**src/rtl/risc_sequencer.sv**
```systemverilog
// ---------------------------------------------------------------------------
// risc_sequencer
//
// Control sequencer for the accumulator RISC core. Every instruction passes
// through eight fixed phases. The sequencer decodes the current phase, the
// opcode and the ALU zero flag into the strobes that drive the datapath
// registers and the memory interface.
//
// Ports
//   clk     rising-edge clock
//   rst     asynchronous active-low reset (0 = reset)
//   opcode  opcode from the instruction register (valid from phase 3)
//   zero    accumulator-is-zero flag from the ALU
//   sel     address mux select (1 = PC, 0 = IR operand address)
//   rd      memory read enable
//   ld_ir   instruction register load
//   halt    processor halted
//   inc_pc  program counter increment
//   ld_ac   accumulator load
//   ld_pc   program counter load (jump)
//   wr      memory write enable
//   data_e  data bus drive enable (store)
//   phase   current phase (debug)
//
// The outputs are a combinational decode of the registered phase, so each
// strobe is valid in the same cycle as its phase. Because of that, an
// asynchronous reset removes every pulse of the abandoned instruction at once.
// ---------------------------------------------------------------------------
module risc_sequencer #(
  parameter int PHASE_WIDTH  = 3,
  parameter int OPCODE_WIDTH = 3
) (
  input  logic                    clk,
  input  logic                    rst,
  input  logic [OPCODE_WIDTH-1:0] opcode,
  input  logic                    zero,
  output logic                    sel,
  output logic                    rd,
  output logic                    ld_ir,
  output logic                    halt,
  output logic                    inc_pc,
  output logic                    ld_ac,
  output logic                    ld_pc,
  output logic                    wr,
  output logic                    data_e,
  output logic [PHASE_WIDTH-1:0]  phase
);

  typedef enum logic [PHASE_WIDTH-1:0] {
    INST_ADDR  = 3'd0,
    INST_FETCH = 3'd1,
    INST_LOAD  = 3'd2,
    IDLE       = 3'd3,
    OP_ADDR    = 3'd4,
    OP_FETCH   = 3'd5,
    ALU_OP     = 3'd6,
    STORE      = 3'd7
  } phase_t;

  localparam logic [OPCODE_WIDTH-1:0] OP_HLT = OPCODE_WIDTH'(0);
  localparam logic [OPCODE_WIDTH-1:0] OP_SKZ = OPCODE_WIDTH'(1);
  localparam logic [OPCODE_WIDTH-1:0] OP_ADD = OPCODE_WIDTH'(2);
  localparam logic [OPCODE_WIDTH-1:0] OP_AND = OPCODE_WIDTH'(3);
  localparam logic [OPCODE_WIDTH-1:0] OP_XOR = OPCODE_WIDTH'(4);
  localparam logic [OPCODE_WIDTH-1:0] OP_LDA = OPCODE_WIDTH'(5);
  localparam logic [OPCODE_WIDTH-1:0] OP_STO = OPCODE_WIDTH'(6);
  localparam logic [OPCODE_WIDTH-1:0] OP_JMP = OPCODE_WIDTH'(7);

  phase_t phase_reg;
  logic   halted_reg;

  // Opcode class decodes, shared by several phases.
  logic is_hlt;
  logic is_skz;
  logic is_sto;
  logic is_jmp;
  logic is_aluop;

  assign is_hlt   = (opcode == OP_HLT);
  assign is_skz   = (opcode == OP_SKZ);
  assign is_sto   = (opcode == OP_STO);
  assign is_jmp   = (opcode == OP_JMP);
  assign is_aluop = (opcode == OP_ADD) || (opcode == OP_AND) ||
                    (opcode == OP_XOR) || (opcode == OP_LDA);

  // The halting edge itself leaves the phase at OP_ADDR, so the core parks
  // on the phase that raised halt and stays there until reset.
  logic halt_now;
  assign halt_now = (phase_reg == OP_ADDR) && is_hlt;

  always_ff @(posedge clk or negedge rst) begin
    if (!rst) begin
      phase_reg  <= INST_ADDR;
      halted_reg <= 1'b0;
    end else if (halted_reg || halt_now) begin
      phase_reg  <= OP_ADDR;
      halted_reg <= 1'b1;
    end else begin
      phase_reg  <= phase_t'(phase_reg + 1'b1);
    end
  end

  assign phase = phase_reg;

  always_comb begin
    sel    = 1'b0;
    rd     = 1'b0;
    ld_ir  = 1'b0;
    halt   = 1'b0;
    inc_pc = 1'b0;
    ld_ac  = 1'b0;
    ld_pc  = 1'b0;
    wr     = 1'b0;
    data_e = 1'b0;

    if (halted_reg) begin
      // Parked: only the halt indication survives.
      halt = 1'b1;
    end else begin
      unique case (phase_reg)
        INST_ADDR: begin
          sel = 1'b1;
        end
        INST_FETCH: begin
          sel = 1'b1;
          rd  = 1'b1;
        end
        INST_LOAD, IDLE: begin
          sel   = 1'b1;
          rd    = 1'b1;
          ld_ir = 1'b1;
        end
        OP_ADDR: begin
          inc_pc = 1'b1;
          halt   = is_hlt;
        end
        OP_FETCH: begin
          rd = is_aluop;
        end
        ALU_OP: begin
          rd     = is_aluop;
          // zero matters only here and only for a skip instruction.
          inc_pc = is_skz && zero;
          ld_pc  = is_jmp;
          data_e = is_sto;
        end
        STORE: begin
          rd     = is_aluop;
          ld_ac  = is_aluop;
          ld_pc  = is_jmp;
          wr     = is_sto;
          data_e = is_sto;
        end
      endcase
    end
  end

endmodule

```
**config.mk**
```make
export PLATFORM = sky130hd
export DESIGN_NAME = risc_sequencer
export DESIGN_NICKNAME = d
export VERILOG_FILES = /design/src/rtl/risc_sequencer.sv
export SDC_FILE = /design/constraint.sdc
export NUM_CORES = 1
export LEC_CHECK = 0
export CELL_PAD_IN_SITES_DETAIL_PLACEMENT = 1
export CELL_PAD_IN_SITES_GLOBAL_PLACEMENT = 1
export CORE_MARGIN = 5
export CORE_UTILIZATION = 26
export DETAILED_ROUTE_END_ITERATION = 12
export PLACE_DENSITY_LB_ADDON = 0.15
export SKIP_LAST_GASP = 1
export SYNTH_ARGS = -nofsm -noshare
export SYNTH_HDL_FRONTEND = slang
export SYNTH_SLANG_ARGS = --single-unit
```
**constraint.sdc**
```tcl
create_clock -name clk -period 1.6 [get_ports clk]
set_input_delay 0.16 -clock clk [delete_from_list [all_inputs] [get_ports clk]]
set_output_delay 0.16 -clock clk [all_outputs]
set_load 0.02 [all_outputs]
```
; ---- Yosys cells after proc, flatten, opt, wreduce, memory -nomap -nowiden
; Cells that the tools add are included.
[word_totals]
ff_bits = 4
input_bits = 6
[classes]
n_addsub = 1
eq_ne = 14
mux = 19
n_reduce_logical = 13
[op_table]
columns = operator, n
row1 = $eq 3x3->1 const B, 8
row2 = $mux 1, 16
row3 = $eq 3x2->1 const B, 4
row4 = $eq 3x1->1 const B, 2
row5 = $logic_not 3->1, 2
row6 = $reduce_or 3->1, 2
row7 = $logic_or 1x1->1, 4
row8 = $pmux 1 s2, 2
row9 = $reduce_or 2->1, 2
row10 = $reduce_or 4->1, 1
row11 = $add 3x1->3 const B, 1
row12 = $mux 3, 1
row13 = $logic_and 1x1->1, 2

; ---- Longest topological paths before layout
[depth]
ltp_word = 6
depth_mapped = 5

; ---- Least setup slack after synthesis
; No wires, ideal clock.
[synth_timing]
path_kind = register to output
start = register phase_reg[0], in the netlist phase[0]
end = output data_e
arrival_time_ps = 1626
required_ps = 1440
slack_ps = -186
stages_incl_launch_ff = 5
path_buffers = 0
cell_sequence = dfrtp_1 -> ha_1 -> ha_1 -> a21oi_1 -> nor4_1
[synth_between]
elab_chain_cells = 4
[synth_rtl]
columns = element, line_no
row1 = from (decl), 69  ; phase_t phase_reg;
row2 = from (signal assigned), 99  ; phase_reg <= phase_t'(phase_reg + 1'b1);
row3 = $eq 3x3->1, 120  ; unique case (phase_reg)
row4 = $reduce_or 2->1 (no line) *, -
row5 = $mux 1 *, 120
row6 = $mux 1 *, 116  ; if (halted_reg) begin
row7 = to (decl), 45  ; output logic data_e,
; Every way passes the cells marked *; elsewhere a longest branch is shown, timed or not.

; ---- Worst setup path after layout
[layout_timing]
start = register phase_reg[0], in the netlist phase[0]
end = output rd
[layout_between]
elab_chain_cells = 4
[layout_rtl]
columns = element, line_no
row1 = "$eq 3x3->1, or another cell as far along", 120
row2 = $reduce_or 3->1 (no line), -
row3 = $pmux 1 s2 *, 120
row4 = $mux 1 *, 116
row5 = to (decl), 38  ; output logic rd,
; Marked as above.

==> flow_metrics.py <==
metrics = {
    "yosys": {
        "synthSimpleGateAreaFrac_pct": 20.5,
        "ys_types": 17,
        "synth-xor-area-share_pct": 2.43,
        "yosysWarnings": 0,
        "synth_seq_area_share_pct": 27.8,
        "synth_top_family_by_area": "adder cells",
        "yosys.area_share.adder_pct": 24.3,
        "synth_seq_cells": 4,
        "muxShareOfSynthArea_pct": 0,
        "synthesis.nets": 56,
        "synth.avg_cell_area_um2": 8.38,
        "synthCells": 43,
        "synth_compound_area_share_pct": 17.4,
        "syn-cell-area_um2": 360,
    },
    "critical_path": {
        "r2r_end": "phase[2]",
        "worstRegToRegCells": 6,
        "cp-startpoint": "phase[0]",
        "r2r_slack_ns": 0.13,
        "arrival_ns": 1.57,
        "cp-end-kind": "output pin",
        "worstPathRequired_ns": 1.44,
        "timing.rr.start": "phase[1]",
        "critical_path.endpoint": "rd",
        "critPathKind": "flip-flop to output pin",
        "start_kind": "flip-flop",
        "critPathMaxFanout": 4,
    },
    "timing": {
        "slew_headroom_pct": 84.0,
        "fin_crit_ns": 1.73,
        "fin_skew_ns": 0.00949,
        "period_share_pct": 108,
        "timing.fmax_mhz": 576,
        "worst_slack_ns": -0.135,
        "rsz0062_at_grt": "yes",
        "slew_violations": 0,
        "finalHoldViolCount": 0,
        "worstMarginPinSlew_ns": 0.239,
        "setup_viol": 6,
        "tns_ns": -0.464,
    },
    "cts": {
        "ctsHoldBuffers": 0,
        "cts_sinks": 4,
        "h-tree-depth": 1,
        "cts_tree": "built",
        "cts-root-buf": "clkbuf_4",
        "clkTransAtPathRegs_ns": 0.04,
        "clk_latency_ns": 0.24,
        "cts_buffers": 3,
        "cts_buffer_depth": 2,
    },
    "routing": {
        "first_pass_iters": 1,
        "totalWireLength_mm": 1.35,
        "drt_iter0_markers": 0,
        "vias": 460,
        "ant_nets": 0,
        "via_per_inst": 4.95,
        "drc_errors": 0,
        "wire_per_inst_um": 14.5,
    },
    "placed_design": {
        "pre_cts_ws_ns": -0.429,
        "dpl_cell_area_um2": 651,
        "portBuffers": 17,
        "placed_cells": 87,
        "gp_congestion": 0.720,
        "dp_hpwl_um": 955,
    },
    "finish": {
        "drive_above_1_share_pct": 61.5,
        "nFillCells": 149,
        "areaGrowthSynthToFinish_pct": 116,
        "largest_register_ffs": 3,
        "stdcell_count": 93,
        "multi_input_area_um2": 347,
        "fin_area_um2": 778,
        "nets": 92,
        "final_cell_mix": "buf_4, clkdlybuf4s50_1, nor2_1",
        "antenna_cells": 0,
        "seqCellArea_um2": 103,
        "final_common_cell": "buf_4",
    },
    "min_path": {
        "hold_path.class": "input pin to asynchronous set/reset pin",
    },
    "power": {
        "power.density_nw_per_um2": 438,
        "peakVddDrop_mv": 0.450,
        "power.leakage_nw": 0.337,
    },
    "global_routing": {
        "overflow": 0,
        "grt_max_degree": 10,
        "grt_pass1_vias": 498,
        "grt_first_pass_wirelength_mm": 2.07,
        "grt_usage_pct": 13.7,
        "antenna_found_initial": 0,
    },
    "outcome": {
        "violations": "negative setup slack",
        "run_status": "finished, violations left",
    },
    "die": {
        "die-area_um2": 2230,
        "fp.dieH_um": 47.2,
        "ios": 18,
        "rows": 13,
        "start_util_pct": 27.7,
        "die-width_um": 47.2,
        "core_um2": 1300,
    },
    "job": {
        "maxCapViolCount": 0,
    },
}
-- how the worst min path moves through the flow --
stage,endpoint,slack (ns),start,cells after the start
after global placement,halted_reg,0.37,rst,1
after CTS,phase[1],0.12,rst,1
final,phase[0],0.12,rst,1
after global routing,phase[1],0.12,rst,1
after floorplan,halted_reg,-0.14,rst,0
after detailed placement,halted_reg,0.37,rst,1
-- power breakdown --
part | leakage [nW] | switching [W] | internal, W | total, W
clock network | 0.0150 | 0.0000465 | 0.0000939 | 0.000140
registers | 0.0422 | 0.00000501 | 0.000105 | 0.000110
logic | 0.280 | 0.0000427 | 0.0000475 | 0.0000901
total | 0.337 | 0.0000941 | 0.000246 | 0.000341
-- cells in the mapped netlist, drive strengths merged --
library cell,number,area share (%)
ha,7,24
inv,6,6.2
a21oi,5,6.9
nor2,5,5.2
dfrtp,4,28
a41o,2,5.6
nand2,2,2.1
nor3,2,2.8
nor4,2,3.5
or2,2,3.5
a41oi,1,2.4
buf,1,1.4
nand2b,1,1.7
o32ai,1,2.4
or3,1,1.7
xnor2,1,2.4
-- worst max-delay path: stages (launching register included) --
cell	delay, ns
dfrtp_2	0.43
inv_4	0.06
ha_2	0.19
or3_1	0.36
o32ai_2	0.10
buf_4	0.18
-- cell type report --
class / count / share of cell area, %
Clock buffer: 4 / 3.38
Inverter: 6 / 3.22
Multi-Input combinational cell: 32 / 44.5
Sequential cell: 4 / 13.2
Tap cell: 15 / 2.41
Timing Repair Buffer: 32 / 33.3
-- per-layer routing --
layer	global-route usage [%]	vias up	wire, um
met5	0	-	0
met4	11.6	0	61
met3	3.83	8	72
met2	22.5	15	730
met1	14.3	215	481
li1	-	222	-
-- what timing repair did --
item,CTS,global route
endpoints found under the setup margin,9,11
gates resized for setup,51,22
buffers inserted,1,1
gates cloned,0,0
pin swaps,2,5
-- through the flow --
stage | power [W] | utilization [%] | hold WS (ns)
after floorplan | 0.000140 | - | -0.136
after global placement | 0.000185 | 50.0 | 0.369
after detailed placement | 0.000186 | 50.0 | 0.373
after CTS | 0.000329 | 52.7 | 0.120
after global routing | 0.000364 | 59.8 | 0.121
final | 0.000341 | 59.8 | 0.116
-- cells by family after synthesis --
family | after synthesis
AO/OA/AOI/OAI | 9
XOR/XNOR | 1
adder cells (fa/ha/maj) | 7
buffers and inverters | 7
flip-flops | 4
AND/OR/NAND/NOR | 15
Note: power is estimated with default switching activity, not from simulation.
